## config.mk

```make
export PLATFORM = sky130hd
export DESIGN_NAME = max7219_display
export DESIGN_NICKNAME = d
export VERILOG_FILES = /design/src/rtl/max7219_display.sv
export SDC_FILE = /design/constraint.sdc
export NUM_CORES = 1
export LEC_CHECK = 0
export ABC_AREA = 1
export CAP_MARGIN = 10
export CORE_UTILIZATION = 47
export CTS_BUF_LIST = sky130_fd_sc_hd__clkbuf_16
export CTS_CLUSTER_DIAMETER = 50
export DETAILED_ROUTE_END_ITERATION = 8
export GPL_TIMING_DRIVEN = 0
export PLACE_DENSITY = 0.78
export SLEW_MARGIN = 20
export SYNTH_ARGS = -nofsm -noshare
export SYNTH_HDL_FRONTEND = slang
export SYNTH_SLANG_ARGS = --single-unit
```

## constraint.sdc

```tcl
create_clock -name sysclk -period 1.98 [get_ports sysclk]
set_clock_uncertainty 0.2 [all_clocks]
set_input_delay 0.297 -clock sysclk [delete_from_list [all_inputs] [get_ports sysclk]]
set_output_delay 0.297 -clock sysclk [all_outputs]
set_load 0.01 [all_outputs]
```

## src/rtl/max7219_display.sv

```systemverilog
// MAX7219 daisy-chain hex debug display: init sequence, then continuous digit refresh.
// Optional MAX7219_DP_EN: set DP on low-nibble digits to separate bytes.
module max7219_display #(
  parameter int NUM_CASCADES = 2,
  parameter int INTENSITY    = 1,
  parameter int CLK_DIV      = 4
) (
  input  logic        sysclk,
  input  logic        reset,
  input  logic [7:0]  frame [4*NUM_CASCADES],
  output logic        spi_clk,
  output logic        dout,
  output logic        cs,
  output logic        stop,
  output logic [10:1] pin
);

  localparam int NB       = 16 * NUM_CASCADES;
  localparam int GAP      = 2 * CLK_DIV;
  localparam int GAP_IDLE = (GAP > 3) ? GAP - 3 : 0;
  localparam int DW       = $clog2(GAP + 1);
  localparam int BW       = $clog2(NB + 1);
  localparam int GW       = $clog2(GAP + 1);

  typedef enum logic [1:0] {
    IDLE,
    LOAD,
    SHIFT,
    LATCH
  } state_t;

  state_t          state_q, state_d;
  logic [DW-1:0]   div_q, div_d;
  logic [BW-1:0]   bit_q, bit_d;
  logic [GW-1:0]   gap_q, gap_d;
  logic [NB-1:0]   sr_q, sr_d;
  logic [2:0]      idx_q, idx_d;
  logic            init_q, init_d;
  logic            spi_clk_q, spi_clk_d;
  logic            dout_q, dout_d;
  logic            cs_q, cs_d;

  logic [NB-1:0]   words;
  logic [DW-1:0]   div_inc;

  function automatic logic [7:0] hex_seg(input logic [3:0] n);
    logic [7:0] s;
    unique case (n)
      4'h0: s = 8'h7E;
      4'h1: s = 8'h30;
      4'h2: s = 8'h6D;
      4'h3: s = 8'h79;
      4'h4: s = 8'h33;
      4'h5: s = 8'h5B;
      4'h6: s = 8'h5F;
      4'h7: s = 8'h70;
      4'h8: s = 8'h7F;
      4'h9: s = 8'h7B;
      4'hA: s = 8'h77;
      4'hB: s = 8'h1F;
      4'hC: s = 8'h4E;
      4'hD: s = 8'h3D;
      4'hE: s = 8'h4F;
      default: s = 8'h47;
    endcase
    return s;
  endfunction

  function automatic logic [15:0] init_word(input logic [2:0] i);
    logic [15:0] w;
    unique case (i)
      3'd0:    w = 16'h0F00;
      3'd1:    w = 16'h0C01;
      3'd2:    w = 16'h0900;
      3'd3:    w = 16'h0B07;
      default: w = {8'h0A, 4'h0, 4'(INTENSITY)};
    endcase
    return w;
  endfunction

  // Build the per-chip words for the next transfer; farthest chip sits at the MSBs.
  always_comb begin
    logic [7:0] b;
    logic [3:0] nib;
    logic [7:0] seg;
    logic [7:0] addr;
    words = '0;
    b     = '0;
    nib   = '0;
    seg   = '0;
    addr  = 8'd8 - {5'b0, idx_q};
    for (int k = 0; k < NUM_CASCADES; k++) begin
      b   = frame[4*k + int'(idx_q[2:1])];
      nib = idx_q[0] ? b[3:0] : b[7:4];
      seg = hex_seg(nib);
`ifdef MAX7219_DP_EN
      if (idx_q[0]) seg[7] = 1'b1;
`endif
      words[16*k +: 16] = init_q ? init_word(idx_q) : {addr, seg};
    end
  end

  assign div_inc = div_q + 1'b1;

  // Transfer sequencer: gap, snapshot, bit shifting, latch and step advance.
  always_comb begin
    state_d   = state_q;
    div_d     = div_q;
    bit_d     = bit_q;
    gap_d     = gap_q;
    sr_d      = sr_q;
    idx_d     = idx_q;
    init_d    = init_q;
    spi_clk_d = spi_clk_q;
    dout_d    = dout_q;
    cs_d      = cs_q;
    unique case (state_q)
      IDLE: begin
        if (gap_q >= GW'(GAP_IDLE)) begin
          state_d = LOAD;
        end else begin
          gap_d = gap_q + 1'b1;
        end
      end
      LOAD: begin
        sr_d      = words;
        dout_d    = words[NB-1];
        cs_d      = 1'b0;
        spi_clk_d = 1'b0;
        div_d     = '0;
        bit_d     = '0;
        state_d   = SHIFT;
      end
      SHIFT: begin
        if (div_q == DW'(GAP - 1)) begin
          div_d     = '0;
          spi_clk_d = 1'b0;
          if (bit_q == BW'(NB - 1)) begin
            state_d = LATCH;
            cs_d    = 1'b1;
            dout_d  = 1'b0;
          end else begin
            bit_d  = bit_q + 1'b1;
            sr_d   = {sr_q[NB-2:0], 1'b0};
            dout_d = sr_q[NB-2];
          end
        end else begin
          div_d     = div_inc;
          spi_clk_d = (div_inc >= DW'(CLK_DIV));
        end
      end
      default: begin
        gap_d   = '0;
        state_d = (GAP > 2) ? IDLE : LOAD;
        if (init_q) begin
          if (idx_q == 3'd4) begin
            init_d = 1'b0;
            idx_d  = 3'd0;
          end else begin
            idx_d = idx_q + 1'b1;
          end
        end else begin
          idx_d = idx_q + 1'b1;
        end
      end
    endcase
  end

  // State and registered outputs; reset aborts any transfer and restarts init.
  always_ff @(posedge sysclk) begin
    if (reset) begin
      state_q   <= IDLE;
      div_q     <= '0;
      bit_q     <= '0;
      gap_q     <= '0;
      sr_q      <= '0;
      idx_q     <= '0;
      init_q    <= 1'b1;
      spi_clk_q <= 1'b0;
      dout_q    <= 1'b0;
      cs_q      <= 1'b1;
    end else begin
      state_q   <= state_d;
      div_q     <= div_d;
      bit_q     <= bit_d;
      gap_q     <= gap_d;
      sr_q      <= sr_d;
      idx_q     <= idx_d;
      init_q    <= init_d;
      spi_clk_q <= spi_clk_d;
      dout_q    <= dout_d;
      cs_q      <= cs_d;
    end
  end

  assign spi_clk = spi_clk_q;
  assign dout    = dout_q;
  assign cs      = cs_q;
  assign stop    = cs_q;
  assign pin     = {2'b00, init_q, idx_q, cs_q, cs_q, dout_q, spi_clk_q};

endmodule

```

==> run summary <==
Synth Area in Compound Gates = 0.2004
critical path buffer and inverter count = 4
setup ws final = -0.1695 ns
DRT iter0 DRCs = 258
post-layout instance area = 5426 um^2
Port Buffers = 77
top cell type's share of synthesized area = 0.2886
Crit. Startpoint = idx_q[1]
DR vias/cell = 5.523
Final period util = 1.086
# rows = 32
mux share of post-synthesis cell area = 0
Hold WC Path Type = flop to flop
All-Layer GR Usage = 0.2622
initial antenna violation count = 0
Yosys warning total = 0
Post-Syn Area = 3746 um^2
largest family of logic cells by synthesized area = simple AND/OR/NAND/NOR gates
Peak VDD IR = 0.4133 mV
critical path cell sequence = buf_8 -> inv_8 -> clkbuf_16 -> o21ai_4 -> nand3_2 -> nand2_2 -> nand2_4 -> inv_4 -> ha_4 -> nand3_2 -> nor2_2 -> nor2_1 -> nand2_1 -> nand2_1 -> nand2_1 -> a21oi_2
DIE WIDTH = 91.28 um
Final Hold Slack = 0.2624 ns
Hold Path Origin = sr_q[29]
Yosys reg bits = 54
CTS buffer count = 5
later-pin clock latency in the skew report = 0.30 ns
CP Max Fanout = 6
Starting Density = 0.4848
top area cells in the synthesized netlist = dfxtp_1, nand2_1, ha_1
Post-synth EDFFs = 0
min cycle time layout = 2.150 ns
Synth Flop Type = dfxtp_1
delay-heaviest family, CP = simple AND/OR/NAND/NOR gates
RSZ-0062 raised after global routing = yes
syn avg cell area = 6.725 um^2
Max-slew headroom = 0.5845
Die Y = 91.28 um
Post-DP HPWL = 7716 um
maximum root-to-sink buffer count = 2
Detailed Route WL = 11250 um
pin count of the biggest net entering global routing = 18
Nets = 756
Avg WL per Cell = 14.65 um
vias in the first global route = 3987
Worst-Margin Slew = 0.6232 ns
CP peak stage delay = 0.35 ns
xor/xnor share of the synthesized area = 0.004676
Max stage delay cell, worst path = dfxtp_2
Final Max Tran Viols = 0
Fin. Hold Viols = 0
Critical Path AT = 2.11 ns
Startpoint Class = flop
dpl ws = -0.2869 ns
async set or reset register ratio after synthesis = 0
setup violators final = 15
LEAKAGE = 2.275 nW
Area growth, synth to finish = 44.86%
routed vias = 4242
clock sink total = 54
top post-synthesis cells by count = nand2_1, a21oi_1, dfxtp_1
Mapped Cells = 557
core area = 7727 um^2
root buffer cell = clkbuf_16
PD cells = 782.8 nW/um^2
drc violations = 0
cell mode on critical path = nand2_1
outcome = finished, violations left
CTS tree = done
most frequent cell after synthesis = nand2_1
PnR Total Power = 0.004248 W
post-route ant nets = 0
area leader, netlist = dfxtp_1
first-pass GRT wire length = 17660 um
Critical Path RT = 1.94 ns
library cells used by synthesis = 42
critical path class = flop to flop
r2r startpoint = idx_q[1]
Routability Congestion = 0.8789
failing checks = negative setup slack
number of max-cap violations = 0
Overflow after GRT = 0
Placed Instance Area = 4679 um^2
num ports = 80
drt pass-1 iters = 6
share of post-route cells with drive strength above 1 = 0.2387
CP Capture Type = flop
simple-gate area share of the yosys netlist = 0.3046
Ant. Diodes = 0
H-tree levels = 2
clk slew on worst S/H paths = 0.07 ns
Max Freq = 0.4652 GHz
die area = 8331 um^2
Adder-Cell Fraction of Synth Area = 0.08350
post-synthesis sequential area ratio = 0.2886
==> where the power goes <==
part | switching [W] | internal (W) | leakage [nW]
clock network | 0.000405 | 0.000597 | 0.0818
registers | 0.000128 | 0.00127 | 0.440
logic | 0.00106 | 0.000786 | 1.75
total | 0.00159 | 0.00266 | 2.27
==> worst reg2reg max path: stages (launching register included) <==
cell	delay [ns]
dfxtp_2	0.35
buf_8	0.16
inv_8	0.07
clkbuf_16	0.15
o21ai_4	0.15
nand3_2	0.08
nand2_2	0.08
nand2_4	0.08
inv_4	0.08
ha_4	0.14
nand3_2	0.09
nor2_2	0.09
nor2_1	0.04
nand2_1	0.06
nand2_1	0.06
nand2_1	0.08
a21oi_2	0.05
==> cell families after synthesis <==
group	Yosys count
and+or+nand+nor	258
xor gates and xnor gates	2
adders and majority gates	25
DFF	54
AOI/OAI and AO/OA	131
buffers and inverters	86
other	1
==> repair_timing <==
item | in CTS | in global routing
resized for setup | 30 | 78
pin swaps | 12 | 19
hold buffers | 0 | 0
gates cloned | 0 | 1
setup endpoints to repair | 28 | 47
setup buffers | 14 | 8
==> flip-flops by register name, summed over array words and instances (netlist names) <==
register	cells
sr_q	31
bit_q	6
div_q	4
gap_q	4
idx_q	3
state_q	2
cs	1
dout	1
init_q	1
spi_clk	1
==> cell usage in the layout, fill, tap and decap left out, types with 3 or more instances in the layout <==
master / instances
a211oi_2: 3
a21oi_1: 50
a21oi_2: 10
a31oi_1: 9
buf_12: 3
buf_2: 4
buf_4: 28
buf_6: 6
buf_8: 5
clkbuf_1: 5
clkbuf_16: 6
clkbuf_2: 3
clkdlybuf4s50_1: 77
dfxtp_1: 48
dfxtp_2: 6
ha_1: 12
ha_2: 7
ha_4: 6
inv_1: 38
inv_2: 10
inv_4: 3
nand2_1: 139
nand2_2: 10
nand2_4: 4
nand3_1: 39
nand3_2: 7
nand4_1: 5
nor2_1: 28
nor2_2: 7
nor2_4: 9
nor3_1: 3
o21ai_0: 28
o21ai_1: 12
o21ai_2: 4
==> metrics by stage <==
| stage | std cells | setup TNS [ns] | utilization |
|---|---|---|---|
| 4_1_cts | 759 | -1.237 | 0.6554 |
| 3_5_place_dp | 737 | -3.891 | 0.6056 |
| 3_3_place_gp | 737 | -2.902 | 0.6056 |
| 2_1_floorplan | 558 | -0.05505 | - |
| 5_1_grt | 768 | -4.008 | 0.7022 |
| 6_report | 768 | -1.690 | 0.7022 |
==> layout make-up <==
type                    count  area (um^2)
clock buffers               5        125.1
plain buffers              34        296.5
clock inverters             3        42.54
well taps                 102        127.6
flip-flops and latches     54         1089
multi-input cells         418         2555
fillers                   583         2301
inverters                  52        210.2
repair buffers            100        980.9
==> worst paths after layout <==
path / to / slack (ns) / cells past startpoint
max: sr_q[0] / -0.17 / 16
min: sr_q[29] / 0.26 / 2
max reg2reg: sr_q[0] / -0.17 / 16
min reg2reg: sr_q[29] / 0.26 / 2
==> routing by layer <==
metal / routed length (um) / global-route usage / vias to the layer above
met2: 5823 / 0.4912 / 171
met3: 503 / 0.04523 / 48
met1: 4439 / 0.2834 / 1972
met4: 483 / 0.1243 / 0
met5: 0 / 0 / -
li1: - / - / 2051
Power figures use the tool's default switching activity.
